### config.mk
export PLATFORM = sky130hd
export DESIGN_NAME = mem_access_unit
export DESIGN_NICKNAME = d
export VERILOG_FILES = /design/src/rtl/mem_pkg.sv /design/src/rtl/mem_lane_align.sv /design/src/rtl/mem_access_unit.sv
export SDC_FILE = /design/constraint.sdc
export NUM_CORES = 1
export LEC_CHECK = 0
export BUFFER_PORTS_ARGS = -buffer_cell sky130_fd_sc_hd__buf_2
export CAP_MARGIN = 20
export CORE_MARGIN = 2
export CORE_UTILIZATION = 40
export CTS_BUF_LIST = sky130_fd_sc_hd__clkbuf_16
export CTS_CLUSTER_SIZE = 10
export DETAILED_ROUTE_END_ITERATION = 7
export GPL_TIMING_DRIVEN = 0
export PLACE_DENSITY = 0.72
export SYNTH_ARGS = -nofsm -noshare
export SYNTH_HDL_FRONTEND = slang
export SYNTH_SLANG_ARGS = --single-unit
### constraint.sdc
create_clock -name clk -period 19.9 [get_ports clk]
set_input_delay 3.98 -clock clk [delete_from_list [all_inputs] [get_ports clk]]
set_output_delay 3.98 -clock clk [all_outputs]
set_load 0.01 [all_outputs]
### src/rtl/mem_pkg.sv
// Shared types for the memory access unit: access sizes, FSM states, read-latency bounds
// and the alignment rule.
package mem_pkg;

  typedef enum logic [1:0] {
    SizeB = 2'd0,
    SizeH = 2'd1,
    SizeW = 2'd2,
    SizeD = 2'd3
  } mem_size_e;

  typedef enum logic [1:0] {
    StIdle,
    StIssue,
    StWait,
    StResp
  } mau_state_e;

  localparam int unsigned RdLatMin = 1;
  localparam int unsigned RdLatMax = 4;

  // An access is aligned when the address is a multiple of its size in bytes.
  function automatic logic is_misaligned(logic [2:0] addr_lo, mem_size_e size);
    logic mis;
    case (size)
      SizeB:   mis = 1'b0;
      SizeH:   mis = addr_lo[0];
      SizeW:   mis = |addr_lo[1:0];
      default: mis = |addr_lo;
    endcase
    return mis;
  endfunction

endpackage

### src/rtl/mem_lane_align.sv
// Byte-lane steering: places store data and byte enables onto the 64-bit bus, and extracts
// and sign/zero-extends load data from it.
module mem_lane_align
  import mem_pkg::*;
(
  input  logic [2:0]  addr_lo,
  input  mem_size_e   size,
  input  logic        is_unsigned,
  input  logic [63:0] st_data_in,
  input  logic [63:0] ld_data_in,
  output logic [63:0] st_data,
  output logic [7:0]  st_mask,
  output logic [63:0] ld_data
);

  logic [5:0]  bit_shift;
  logic [63:0] st_trunc;
  logic [63:0] ld_shifted;
  logic [7:0]  byte_mask;
  logic        ext_signed;

  assign bit_shift  = {addr_lo, 3'b000};
  assign ld_shifted = ld_data_in >> bit_shift;
  assign ext_signed = ~is_unsigned;

  always_comb begin
    st_trunc  = st_data_in;
    byte_mask = 8'hFF;
    ld_data   = ld_shifted;
    case (size)
      SizeB: begin
        st_trunc  = {56'd0, st_data_in[7:0]};
        byte_mask = 8'h01;
        ld_data   = {{56{ext_signed & ld_shifted[7]}}, ld_shifted[7:0]};
      end
      SizeH: begin
        st_trunc  = {48'd0, st_data_in[15:0]};
        byte_mask = 8'h03;
        ld_data   = {{48{ext_signed & ld_shifted[15]}}, ld_shifted[15:0]};
      end
      SizeW: begin
        st_trunc  = {32'd0, st_data_in[31:0]};
        byte_mask = 8'h0F;
        ld_data   = {{32{ext_signed & ld_shifted[31]}}, ld_shifted[31:0]};
      end
      default: ;
    endcase
  end

  assign st_data = st_trunc << bit_shift;
  assign st_mask = byte_mask << addr_lo;

endmodule

### src/rtl/mem_access_unit.sv
// Single-outstanding load/store unit: accepts one pipeline request, issues one strobe to a
// fixed-latency memory, and returns an extended load result or a misalignment error.
module mem_access_unit
  import mem_pkg::*;
#(
  parameter int unsigned RD_LAT = 1
) (
  input  logic        clk,
  input  logic        rst,
  input  logic        req_valid,
  output logic        req_ready,
  input  logic        req_wen,
  input  logic [63:0] req_addr,
  input  logic [63:0] req_wdata,
  input  logic [1:0]  req_size,
  input  logic        req_unsigned,
  output logic        resp_valid,
  input  logic        resp_ready,
  output logic [63:0] resp_rdata,
  output logic        resp_err,
  output logic [63:0] mem_addr,
  output logic        mem_ce,
  output logic        mem_we,
  output logic [63:0] mem_wdata,
  output logic [7:0]  mem_wmask,
  input  logic [63:0] mem_rdata
);

  localparam logic [1:0] CntInit = 2'(RD_LAT - 1);

  mau_state_e  state_q, state_d;
  logic        wen_q, uns_q;
  logic [63:0] addr_q, wdata_q;
  mem_size_e   size_q;
  logic [1:0]  cnt_q, cnt_d;
  logic [63:0] resp_rdata_q, resp_rdata_d;
  logic        resp_err_q, resp_err_d;
  logic [63:0] mem_addr_q, mem_wdata_q;
  logic        accept;
  logic [63:0] st_data, ld_data;
  logic [7:0]  st_mask;

  mem_lane_align u_lane_align (
    .addr_lo     (addr_q[2:0]),
    .size        (size_q),
    .is_unsigned (uns_q),
    .st_data_in  (wdata_q),
    .ld_data_in  (mem_rdata),
    .st_data     (st_data),
    .st_mask     (st_mask),
    .ld_data     (ld_data)
  );

  always_comb begin
    accept       = 1'b0;
    state_d      = state_q;
    cnt_d        = cnt_q;
    resp_rdata_d = resp_rdata_q;
    resp_err_d   = resp_err_q;
    unique case (state_q)
      StIdle: begin
        if (req_valid) begin
          accept       = 1'b1;
          resp_rdata_d = '0;
          if (is_misaligned(req_addr[2:0], mem_size_e'(req_size))) begin
            resp_err_d = 1'b1;
            state_d    = StResp;
          end else begin
            resp_err_d = 1'b0;
            state_d    = StIssue;
          end
        end
      end
      StIssue: begin
        if (wen_q) begin
          state_d = StResp;
        end else begin
          state_d = StWait;
          cnt_d   = CntInit;
        end
      end
      StWait: begin
        if (cnt_q == 2'd0) begin
          resp_rdata_d = ld_data;
          state_d      = StResp;
        end else begin
          cnt_d = cnt_q - 2'd1;
        end
      end
      StResp: begin
        // Completion cycle never also accepts: req_ready only rises once back in idle.
        if (resp_ready) state_d = StIdle;
      end
      default: state_d = StIdle;
    endcase
  end

  always_ff @(posedge clk or posedge rst) begin
    if (rst) begin
      state_q      <= StIdle;
      wen_q        <= 1'b0;
      uns_q        <= 1'b0;
      addr_q       <= '0;
      wdata_q      <= '0;
      size_q       <= SizeB;
      cnt_q        <= '0;
      resp_rdata_q <= '0;
      resp_err_q   <= 1'b0;
      mem_addr_q   <= '0;
      mem_wdata_q  <= '0;
    end else begin
      state_q      <= state_d;
      cnt_q        <= cnt_d;
      resp_rdata_q <= resp_rdata_d;
      resp_err_q   <= resp_err_d;
      mem_addr_q   <= mem_addr;
      mem_wdata_q  <= mem_wdata;
      if (accept) begin
        wen_q   <= req_wen;
        uns_q   <= req_unsigned;
        addr_q  <= req_addr;
        wdata_q <= req_wdata;
        size_q  <= mem_size_e'(req_size);
      end
    end
  end

  assign req_ready  = (state_q == StIdle);
  assign resp_valid = (state_q == StResp);
  assign resp_rdata = resp_rdata_q;
  assign resp_err   = resp_err_q;

  // Bus address/data hold the last issued values outside the strobe cycle.
  assign mem_ce    = (state_q == StIssue);
  assign mem_we    = mem_ce & wen_q;
  assign mem_wmask = mem_we ? st_mask : 8'h00;
  assign mem_addr  = mem_ce ? {addr_q[63:3], 3'b000} : mem_addr_q;
  assign mem_wdata = mem_we ? st_data : mem_wdata_q;

endmodule
Word-level counts from Yosys, hierarchy flattened

Index checks and enable logic that the tools add are counted.

Add/subtract/negate cells: 1
Multipliers: 0
Divide/modulo/power cells: 0
Order comparisons: 0
Equality and inequality tests: 12
Shift operators: 3
Multiplexer cells: 24
Bitwise operators: 5
Reductions and logical operators: 12

Operators by type and width:

| cell               | count |
|---|---|
| $pmux 64 s3        | 2 |
| $mux 64            | 4 |
| $pmux 64 s2        | 1 |
| $shl 64x6->64      | 1 |
| $shr 64x6->64      | 1 |
| $pmux 8 s3         | 1 |
| $mux 2             | 6 |
| $reduce_and 3->1   | 3 |
| $eq 2x2->1 const B | 4 |
| $logic_not 2->1    | 4 |
| $mux 8             | 1 |
| $ne 2x2->1 const B | 4 |
| $pmux 2 s4         | 1 |
| $shl 8x3->8        | 1 |
| $eq 2x1->1 const B | 3 |
| $mux 1             | 6 |
| $and 1x1->1        | 4 |
| $pmux 2 s2         | 1 |
| $reduce_bool 2->1  | 2 |
| $pmux 1 s3         | 1 |
| $reduce_or 3->1    | 1 |
| $ne 2x1->1 const B | 1 |
| $reduce_and 2->1   | 1 |
| $reduce_or 2->1    | 1 |
| other kinds (2)    | 2 |

Register bits: 329
Bits in latches: 0
RAM bits: 0
Memory bits (read-only): 0
Input bits: 200
Output and inout port bits: 205
Logic and storage cells: 68
Memories kept: 0

Longest topological paths before layout

Gate-level depths: netlist (run 1).

Word-level depth: 7
Gate-level depth with buffers: 10
Depth with buffers taken out: 7

Modules after synthesis

Synthesis (run 1) repeated with hierarchy kept, for this count alone.

Cell total of the unflattened synthesis: 1333
Area, all modules: 16609.7 µm²

By module, submodules not included:

| module          | instances | cells each | area an instance (µm²) | seq. area each (µm²) |
|---|---|---|---|---|
| mem_access_unit | 1         | 742        | 12276.8                | 8232.9 |
| mem_lane_align  | 1         | 591        | 4332.9                 | 0.0 |

Least setup slack after synthesis (run 1)

OpenSTA, ideal clock, no wires.

Path type: register to output
Start: register addr_q[1]
End: output mem_wdata[0]
Arrival: 1.924 ns
Data required time: 15.920 ns
Path slack: 13.996 ns
Stages on the path, launching flop included: 8
Buffers on the path: 3
Cell sequence: dfrtp_1 > buf_2 > or2_2 > clkbuf_1 > nor2_1 > buf_2 > nand2_1 > o21ai_0

Word-level cells in the longest chain between the ends: 2

RTL lines:

| item                   | line                   | text |
|---|---|---|
| from (decl)            | mem_access_unit.sv:33  | `logic [63:0] addr_q, wdata_q;` |
| from (signal assigned) | mem_access_unit.sv:121 | `addr_q <= req_addr;` |
| $shl 64x6->64          | mem_lane_align.sv:50   | `assign st_data = st_trunc << bit_shift;` |
| $mux 64                | mem_access_unit.sv:138 | `assign mem_wdata = mem_we ? st_data : mem_wdata_q;` |
| to (decl)              | mem_access_unit.sv:24  | `output logic [63:0] mem_wdata,` |

Every way passes these cells.

Worst setup path after layout (run 1)

Start: register addr_q[0]
End: output mem_wdata[47]

The elaborated chain is that of the path after synthesis.

==> summary.md, run 1 <==
| Metric | Value |
|---|---|
| Largest net degree at the start of global routing | 125 |
| Leakage | 9.39 nW |
| Synthesized area | 0.0158 mm^2 |
| Synthesized instance count | 1356 |
| Yosys top cell by area | dfrtp_1 |
| Syn Nets | 1561 |
| Biggest cell delay along the critical path | 0.39 ns |
| Adder-Cell Fraction of Synth Area | 0.397% |
| Routed length per instance | 24.7 um |
| CP arrival | 3.40 ns |
| Share of cells above drive strength 1 | 39.7% |
| Initial antenna violation count | 8 |
| DRT iter0 DRCs | 1034 |
| CTS Sinks | 329 |
| Met2 routed WL | 26400 um |
| Hold path depth | 2 |
| Most frequent cell after synthesis | dfrtp_1 |
| Hold Buf Count CTS | 0 |
| Worst Hold Class | flop to flop |
| Clk_skew | 0.0206 ns |
| Synth Area in XOR/XNOR | 0% |
| Status | finished clean |
| Sequential area share after synthesis | 52.2% |
| Crit Path Category | flop to output pin |
| Final Slew Violations | 0 |
| IO buf count | 404 |
| Via density | 5.63 |
| IR drop worst, VDD | 0.108 mV |
| Synth Flop Type | dfrtp_1 |
| GRT Residual Overflow | 0 |
| Nets | 2009 |
| Slew headroom | 38.8% |
| Minimum clock period | 7.38 ns |
| FMAX | 0.135 GHz |
| Synth Area in Compound Gates | 14.9% |
| Register bit count reported by yosys | 329 |
| Detailed-placement wirelength estimate | 44500 um |
| FP Rows | 72 |
| Post-CTS Setup Inserts | 0 |
| Final Hold Viols | 0 |
| Clock Root Buffer | clkbuf_16 |
| Core area | 0.0387 mm^2 |
| TNS Setup | 0 ns |
| Syn-to-layout area delta | 24.0% |
| Worst-path fanout max | 10 |
| Crit-path most repeated cell | buf_2 |
| Post-Synth Simple-Gate Area | 6.50% |
| Die area | 0.0410 mm^2 |
| Worst setup SP type | flop |
| Vias in the first global route | 13743 |
| Post-synthesis mux area share | 22.8% |
| Clock latency on the worst-skew pair | 0.55 ns |
| Die Height | 203 um |
| Die X | 203 um |
| WP data required | 15.92 ns |
| Crit. End Element | output pin |
| Routed met3 length | 5190 um |
| Placed cell areas | 0.0185 mm^2 |
| Max Cap Violations | 0 |
| Synth Warn # | 0 |
| Residual DRC | 0 |
| Area contributors post-synth | dfrtp_1, mux2_2, mux2i_1, nand2_1, o21ai_0 |
| Final Setup Violations | 0 |
| WL met1 | 23700 um |
| Combinational family with the most area after synthesis | multiplexers |
| Vias | 13129 |
| Yosys top cell area share | 52.2% |
| Placer's final routability congestion estimate | 0.947 |
| Initial Utilization | 40.7% |
| Ports | 405 |
| Post-synth top cells | dfrtp_1, mux2_2, nand2_1 |
| Unique masters post-synth | 50 |
| Num CTS Buffers | 39 |
| Top Metal Used | met5 |
| Total track usage | 28.0% |
| Slew @ Worst Pin | 0.918 ns |
| FFs w/ async S/R, synth | 100% |
| CTS resizes | 0 |
| CTS tree | yes |
| WL final | 57500 um |
| Slowest-stage cell, CP | buf_2 |
| Number of synthesized flops with an enable pin | 0 |
| Syn_area_per_cell | 11.6 um^2 |
| Fin area | 0.0195 mm^2 |
| TritonRoute pass-1 iters | 7 |
| Fin crit share | 37.1% |
| Reg clk slew, reported paths | 0.06 ns |
| Clock buffer depth | 3 |
| H-Tree Depth | 2 |
| Antenna-violating nets left | 0 |
| Unrepaired setup endpoints after global routing | no |
| Final core utilization | 50.5% |
| Worst-case reg-to-reg path depth | 7 |
| Power density of the placed cells | 189 mW/mm^2 |
| First-pass GRT wire length | 86300 um |
| CP cell instances | buf_2 -> buf_2 -> buf_2 -> buf_2 -> nand2_1 -> o21ai_0 -> a22oi_1 -> o21ai_0 -> o21a_1 -> buf_2 |
[layout by cell type, fill, tap and decap left out, drive strengths merged, types with 8 or more instances in the layout]
cell,n
inv,13
a22oi,27
mux4,16
nand3,11
nor3,11
dfrtp,329
a2bb2oi,8
clkbuf,109
a31oi,10
o21ai,113
mux2,222
o21a,10
nor2,59
nor2b,9
o22ai,21
nand2,138
a221oi,10
a21oi,36
a22o,40
mux2i,74
a211oi,23
a2bb2o,8
a21o,18
buf,446
[critical path: cells and delay by family, from the launching register on]
family	cells	cell delay (ns)
buf+inv	5	1.51
compound gates	4	0.93
flops	1	0.31
simple gates	1	0.07
[where the power goes]
part | switching [mW] | internal [mW] | total [mW]
Sequential | 0.179 | 0.979 | 1.16
Clock | 0.265 | 0.348 | 0.613
Combinational | 1.14 | 0.779 | 1.92
[layout make-up]
type                            instances  area, um^2
Fill cell                            3591       19200
Clock inverter                          7        53.8
Inverter                               12        52.6
Antenna cell                            4        10.0
Multi-Input combinational cell        906        7030
Sequential cell                       329        8230
Tap cell                              518         648
Buffer                                109         457
Clock buffer                           39         976
Timing Repair Buffer                  407        2080
[metal layers]
layer	track usage, %	vias to the layer above
li1	-	5847
met1	36.8	6486
met2	44.3	660
met3	7.58	126
met4	10.5	10
met5	0	-
[worst paths after layout]
kind / start / to / slack (ns)
min in group asynchronous: rst / mem_addr_q[29] / 3.60
worst min-delay path: resp_rdata[15] / resp_rdata[15] / 0.47
worst max register to register: state_q[0] / wdata_q[62] / 16.89
worst max-delay path: addr_q[0] / mem_wdata[47] / 12.52
max in group asynchronous: rst / resp_rdata[36] / 14.77
worst min register to register: resp_rdata[15] / resp_rdata[15] / 0.47
[state kept, by name (all words and copies together) (netlist names)]
signal       count
addr_q          64
cnt_q            2
mem_addr_q      64
mem_wdata_q     64
resp_err         1
resp_rdata      64
size_q           2
state_q          2
uns_q            1
wdata_q         64
wen_q            1
[per-stage QoR]
| step | cells | setup slack (ns) | hold WS, ns | power, mW |
|---|---|---|---|---|
| after floorplan | 1356 | 6.81 | 0.449 | 2.32 |
| after global placement | 2278 | 3.67 | 0.455 | 3.01 |
| after detailed placement | 2280 | 13.16 | 0.458 | 3.05 |
| after CTS | 2326 | 12.56 | 0.475 | 3.69 |
| after global routing | 2329 | 12.38 | 0.485 | 3.90 |
| final | 2331 | 12.52 | 0.471 | 3.69 |
[cells by family after synthesis]
group / Yosys count
adders and majority gates: 5
AOI/OAI and AO/OA: 348
and+or+nand+nor: 241
muxes: 312
buffers and inverters: 121
DFF: 329
Note: power is estimated with default switching activity, not from simulation.
==> run 2, diff against run 1 <==
Clock period 19.9 ns to 6.98 ns, I/O delays scaled along.
==> summary.md, run 2 (synthesized netlist as in run 1, its figures left out) <==
| Metric | Value |
|---|---|
| Power density of the placed cells | 539 mW/mm^2 |
| Commonest non-fill, non-tap cell in the layout | buf_2 |
| # placed instances | 2286 |
| Crit Path Category | flop to output pin |
| Ports | 405 |
| Clock buffer depth | 3 |
| Fillers | 3545 |
| Routed length per instance | 24.6 um |
| Final Setup Violations | 0 |
| Hold Buf Count CTS | 0 |
| Slew @ Worst Pin | 1.12 ns |
| FP Rows | 72 |
| Unrepaired setup endpoints after global routing | no |
| Final core utilization | 51.0% |
| H-Tree Depth | 2 |
| Clock Root Buffer | clkbuf_16 |
| WP data required | 5.58 ns |
| Syn-to-layout area delta | 25.3% |
| Final Slew Violations | 0 |
| CTS Sinks | 329 |
| IO buf count | 404 |
| Detailed-placement wirelength estimate | 44900 um |
| Finished Layout Cells | 2348 |
| WL final | 57700 um |
| Placed cell areas | 0.0186 mm^2 |
| Residual DRC | 0 |
| Worst setup margin | 2.11 ns |
| DRT iter0 DRCs | 1111 |
| Worst-path fanout max | 10 |
| Worst setup SP type | flop |
| Nets | 2015 |
| Worst Hold Class | flop to flop |
| Antenna-violating nets left | 0 |
| Reg clk slew, reported paths | 0.05 ns |
| Post-CTS Setup Inserts | 0 |
| TritonRoute pass-1 iters | 6 |
| Max Cap Violations | 0 |
| Slew headroom | 25.0% |
| Place WS | 2.73 ns |
| Largest net degree at the start of global routing | 45 |
| Num CTS Buffers | 40 |
| Vias | 13402 |
| CTS tree | yes |
| Total track usage | 27.9% |
| Initial Utilization | 40.7% |
| Status | finished clean |
| IR drop worst, VDD | 0.346 mV |
| Via density | 5.71 |
| Most frequent cells in the layout | buf_2, dfrtp_1, mux2_2, nand2_1, o21ai_0 |
| Final Hold Viols | 0 |
| Leakage | 9.49 nW |
| Clock latency on the worst-skew pair | 0.56 ns |
| Fin area | 0.0198 mm^2 |
| Initial antenna violation count | 11 |
| Die area | 0.0410 mm^2 |
| Share of cells above drive strength 1 | 39.8% |
| Core area | 0.0387 mm^2 |
| Minimum clock period | 4.87 ns |
| FMAX | 0.205 GHz |
| Die X | 203 um |
| Placer's final routability congestion estimate | 0.960 |
| Crit. End Element | output pin |
| CTS resizes | 0 |
| Fin crit share | 69.7% |
| Clk_skew | 0.0132 ns |
| First-pass GRT wire length | 85900 um |
| GRT Residual Overflow | 0 |
| CP arrival | 3.47 ns |
| Vias in the first global route | 13808 |
| Die Height | 203 um |
[run 2: critical path, stage by stage (launching register included)]
cell	delay (ns)
dfrtp_1	0.32
buf_2	0.24
buf_2	0.38
buf_2	0.35
buf_2	0.36
nand2_1	0.08
o21ai_0	0.20
a22oi_1	0.16
o21ai_0	0.45
o21a_1	0.23
buf_2	0.16
[run 2: metal layers]
metal,share of wire (%),global-route usage (%),up-vias
li1,-,-,5861
met1,40,35.8,6591
met2,45,43.1,788
met3,10,7.82,154
met4,4.9,14.5,8
met5,0.097,0,-
[run 2: worst paths after layout]
kind	slack (ns)	cells past startpoint	start	to
min in group asynchronous	0.83	2	rst	addr_q[15]
setup reg to reg	4.09	7	state_q[0]	addr_q[4]
hold / removal	0.47	1	mem_wdata_q[50]	mem_wdata_q[50]
setup / recovery	2.11	10	addr_q[0]	mem_wdata[47]
max in group asynchronous	4.82	6	rst	resp_rdata[35]
hold reg to reg	0.47	1	mem_wdata_q[50]	mem_wdata_q[50]
[run 2: through the flow]
step | power [mW] | hold WS [ns] | TNS (ns)
6_report | 10.7 | 0.474 | 0
5_1_grt | 11.3 | 0.493 | 0
4_1_cts | 10.6 | 0.482 | 0
3_5_place_dp | 8.70 | 0.465 | 0
3_3_place_gp | 8.58 | 0.461 | -160.03
2_1_floorplan | 6.62 | 0.449 | 0
[run 2: final cells by class]
cell class,count,area [um^2],area share [%]
Clock inverter,12,87.6,0.443
Sequential cell,329,8230,41.7
Antenna cell,8,20.0,0.101
Buffer,109,457,2.31
Timing Repair Buffer,412,2180,11.0
Tap cell,518,648,3.28
Inverter,12,48.8,0.247
Multi-Input combinational cell,906,7030,35.6
Clock buffer,42,1050,5.32
[run 2: power by group]
part	leakage, nW	switching [mW]	internal, mW
clock network	0.575	0.781	1.10
logic	4.84	3.25	2.22
registers	4.08	0.512	2.79
total	9.49	4.54	6.11
==> run 3, diff against run 2 <==
Settings changed: ABC_AREA set to 1, PLACE_DENSITY 0.72 to 0.74.
Clock period 6.98 ns to 4.04 ns, I/O delays scaled along.
==> summary.md, run 3 <==
| Metric | Value |
|---|---|
| Routed met3 length | 6040 um |
| Nets | 2512 |
| Clk_skew | 0.0249 ns |
| Top Metal Used | met5 |
| H-Tree Depth | 2 |
| Crit. End Element | output pin |
| Critical Path Sink | mem_wdata[63] |
| Commonest non-fill, non-tap cell in the layout | nand2_1 |
| Antenna-violating nets left | 0 |
| Num CTS Buffers | 40 |
| Post-synth top cells | nand2_1, dfrtp_1, mux2_2 |
| WP data required | 3.23 ns |
| Fillers | 3801 |
| TritonRoute pass-1 iters | 6 |
| IO buf count | 404 |
| Clock Root Buffer | clkbuf_16 |
| Worst setup SP type | flop |
| Area contributors post-synth | dfrtp_1, nand2_1, mux2_2, a21oi_1, nand3_1 |
| Final Setup Violations | 0 |
| Crit Path Category | flop to output pin |
| Final Hold Viols | 0 |
| Minimum clock period | 3.87 ns |
| Syn Nets | 2058 |
| Synthesized area | 0.0161 mm^2 |
| Sequential area share after synthesis | 51.0% |
| Syn-to-layout area delta | 24.8% |
| FFs w/ async S/R, synth | 100% |
| Total Power | 17.9 mW |
| WL final | 63800 um |
| Biggest cell delay along the critical path | 0.62 ns |
| Clock buffer depth | 3 |
| Unrepaired setup endpoints after global routing | no |
| Syn_area_per_cell | 8.72 um^2 |
| Synth Warn # | 0 |
| Initial antenna violation count | 6 |
| Synthesized instance count | 1853 |
| Clock latency on the worst-skew pair | 0.57 ns |
| Reg2reg end | addr_q[1] |
| Placed cell areas | 0.0190 mm^2 |
| TNS Setup | 0 ns |
| Hold Buf Count CTS | 0 |
| Worst-path fanout max | 10 |
| Status | finished clean |
| Fin crit share | 95.7% |
| Slew headroom | 37.0% |
| Synth Flop Type | dfrtp_1 |
| Routed length per instance | 22.4 um |
| Reg2reg setup slack | 1.29 ns |
| Register bit count reported by yosys | 329 |
| R2R Path Start | state_q[0] |
| Ports | 405 |
| Placer's final routability congestion estimate | 0.976 |
| Yosys top cell area share | 51.0% |
| CTS tree | yes |
| IR drop worst, VDD | 0.716 mV |
| Vias | 15613 |
| Share of cells above drive strength 1 | 30.2% |
| Number of synthesized flops with an enable pin | 0 |
| Die X | 205 um |
| Total track usage | 30.2% |
| Core area | 0.0398 mm^2 |
| Worst Hold Class | primary input to asynchronous set/reset pin |
| Leakage | 10.5 nW |
| FP Rows | 73 |
| Met2 routed WL | 29200 um |
| DRT iter0 DRCs | 1309 |
| Vias in the first global route | 15715 |
| Slew @ Worst Pin | 0.943 ns |
| Unique masters post-synth | 32 |
| Final Slew Violations | 0 |
| Most frequent cells in the layout | nand2_1, buf_2, dfrtp_1, mux2_2 |
| Residual DRC | 0 |
| Die Height | 205 um |
| GRT Residual Overflow | 0 |
| CP arrival | 3.06 ns |
| Worst-case reg-to-reg path depth | 8 |
| CP cell instances | inv_1 -> ha_1 -> nand2_2 -> clkbuf_2 -> clkbuf_1 -> nand2_1 -> nand3_1 -> buf_2 |
| Power density of the placed cells | 890 mW/mm^2 |
| Worst hold slack | 0.457 ns |
| FMAX | 0.259 GHz |
| Max Cap Violations | 0 |
| CTS Sinks | 329 |
| Fin area | 0.0202 mm^2 |
| Die area | 0.0420 mm^2 |
| Detailed-placement wirelength estimate | 50300 um |
| First-pass GRT wire length | 94800 um |
| Sequential cell area | 0.00823 mm^2 |
| Most frequent cell after synthesis | nand2_1 |
| Multi-input gate area | 0.00697 mm^2 |
| Initial Utilization | 40.6% |
| Via density | 5.48 |
| CP Launch Point | state_q[1] |
| Reg clk slew, reported paths | 0.06 ns |
| WL met1 | 25500 um |
| Final core utilization | 50.6% |
| Yosys top cell by area | dfrtp_1 |
| Slowest-stage cell, CP | clkbuf_1 |
| Largest net degree at the start of global routing | 45 |
[run 3: cell count changes in the layout (fill, tap and decap cells not counted), moves of 41 or more]
| cell | before | now |
|---|---|---|
| nand2_1 | 138 | 538 |
| nand3_1 | 11 | 131 |
| a21oi_1 | 36 | 131 |
| mux2i_1 | 74 | 0 |
| inv_1 | 17 | 85 |
| mux2_2 | 219 | 155 |
| buf_2 | 424 | 465 |
[run 3: cells by family (layout without fill, tap and decap cells)]
logic type	Yosys count	after routing	synth area share, %
AND/OR/NAND/NOR	777	777	19.4
AO/OA/AOI/OAI	371	371	12.5
flip-flops	329	329	51.0
buffers and inverters	216	683	5.88
multiplexers	155	155	10.8
adder cells (fa/ha/maj)	5	5	0.387
other	0	3	0
[run 3: metrics by stage]
stage | instances | setup slack, ns
5_1_grt | 2845 | 0.126
6_report | 2848 | 0.172
3_5_place_dp | 2789 | 0.513
2_1_floorplan | 1853 | -1.16
3_3_place_gp | 2782 | -2.80
4_1_cts | 2844 | 0.0368
[run 3: where the power goes]
| part | total [mW] | switching [mW] | leakage (nW) | internal [mW] |
|---|---|---|---|---|
| logic | 9.21 | 5.99 | 5.80 | 3.22 |
| registers | 5.43 | 0.682 | 4.06 | 4.75 |
| clock network | 3.31 | 1.34 | 0.595 | 1.97 |
[run 3: worst min-delay path by stage]
stage	from	end	slack [ns]
global route	req_wdata[17]	wdata_q[17]	0.47
detailed placement	resp_rdata[33]	resp_rdata[33]	0.46
CTS	req_wen	wen_q	0.45
floorplan	addr_q[10]	addr_q[10]	0.47
global placement	mem_wdata_q[17]	mem_wdata_q[17]	0.46
finish	rst	addr_q[7]	0.46
[run 3: critical path, delay by kind of cell, from the launching register on]
kind          cells  cell delay (ns)
fa+ha+maj         1             0.23
buf+inv           4             1.28
flops             1             0.40
simple gates      3             0.60
[run 3: timing repair]
action                     in CTS  in global routing
setup endpoints to repair      16                 16
gates resized for setup         1                  3
cloned                          0                  0
pin swaps                       0                  1
setup buffers                   0                  1
[run 3: per-layer routing]
| metal | vias to the layer above | GRT usage [%] |
|---|---|---|
| met4 | 6 | 14.3 |
| met3 | 176 | 8.07 |
| met1 | 7531 | 38.0 |
| met2 | 806 | 48.5 |
| met5 | - | 0 |
| li1 | 7094 | - |
[run 3: cell type report]
cell class / instances / share of cell area, %
clock inverter: 13 / 0.565
timing repair buffer: 412 / 10.8
inverter: 84 / 1.59
clock buffer: 42 / 5.21
tap: 525 / 3.26
buffer: 132 / 3.14
antenna: 3 / 0.0372
multi-input combinational: 1308 / 34.6
sequential: 329 / 40.8
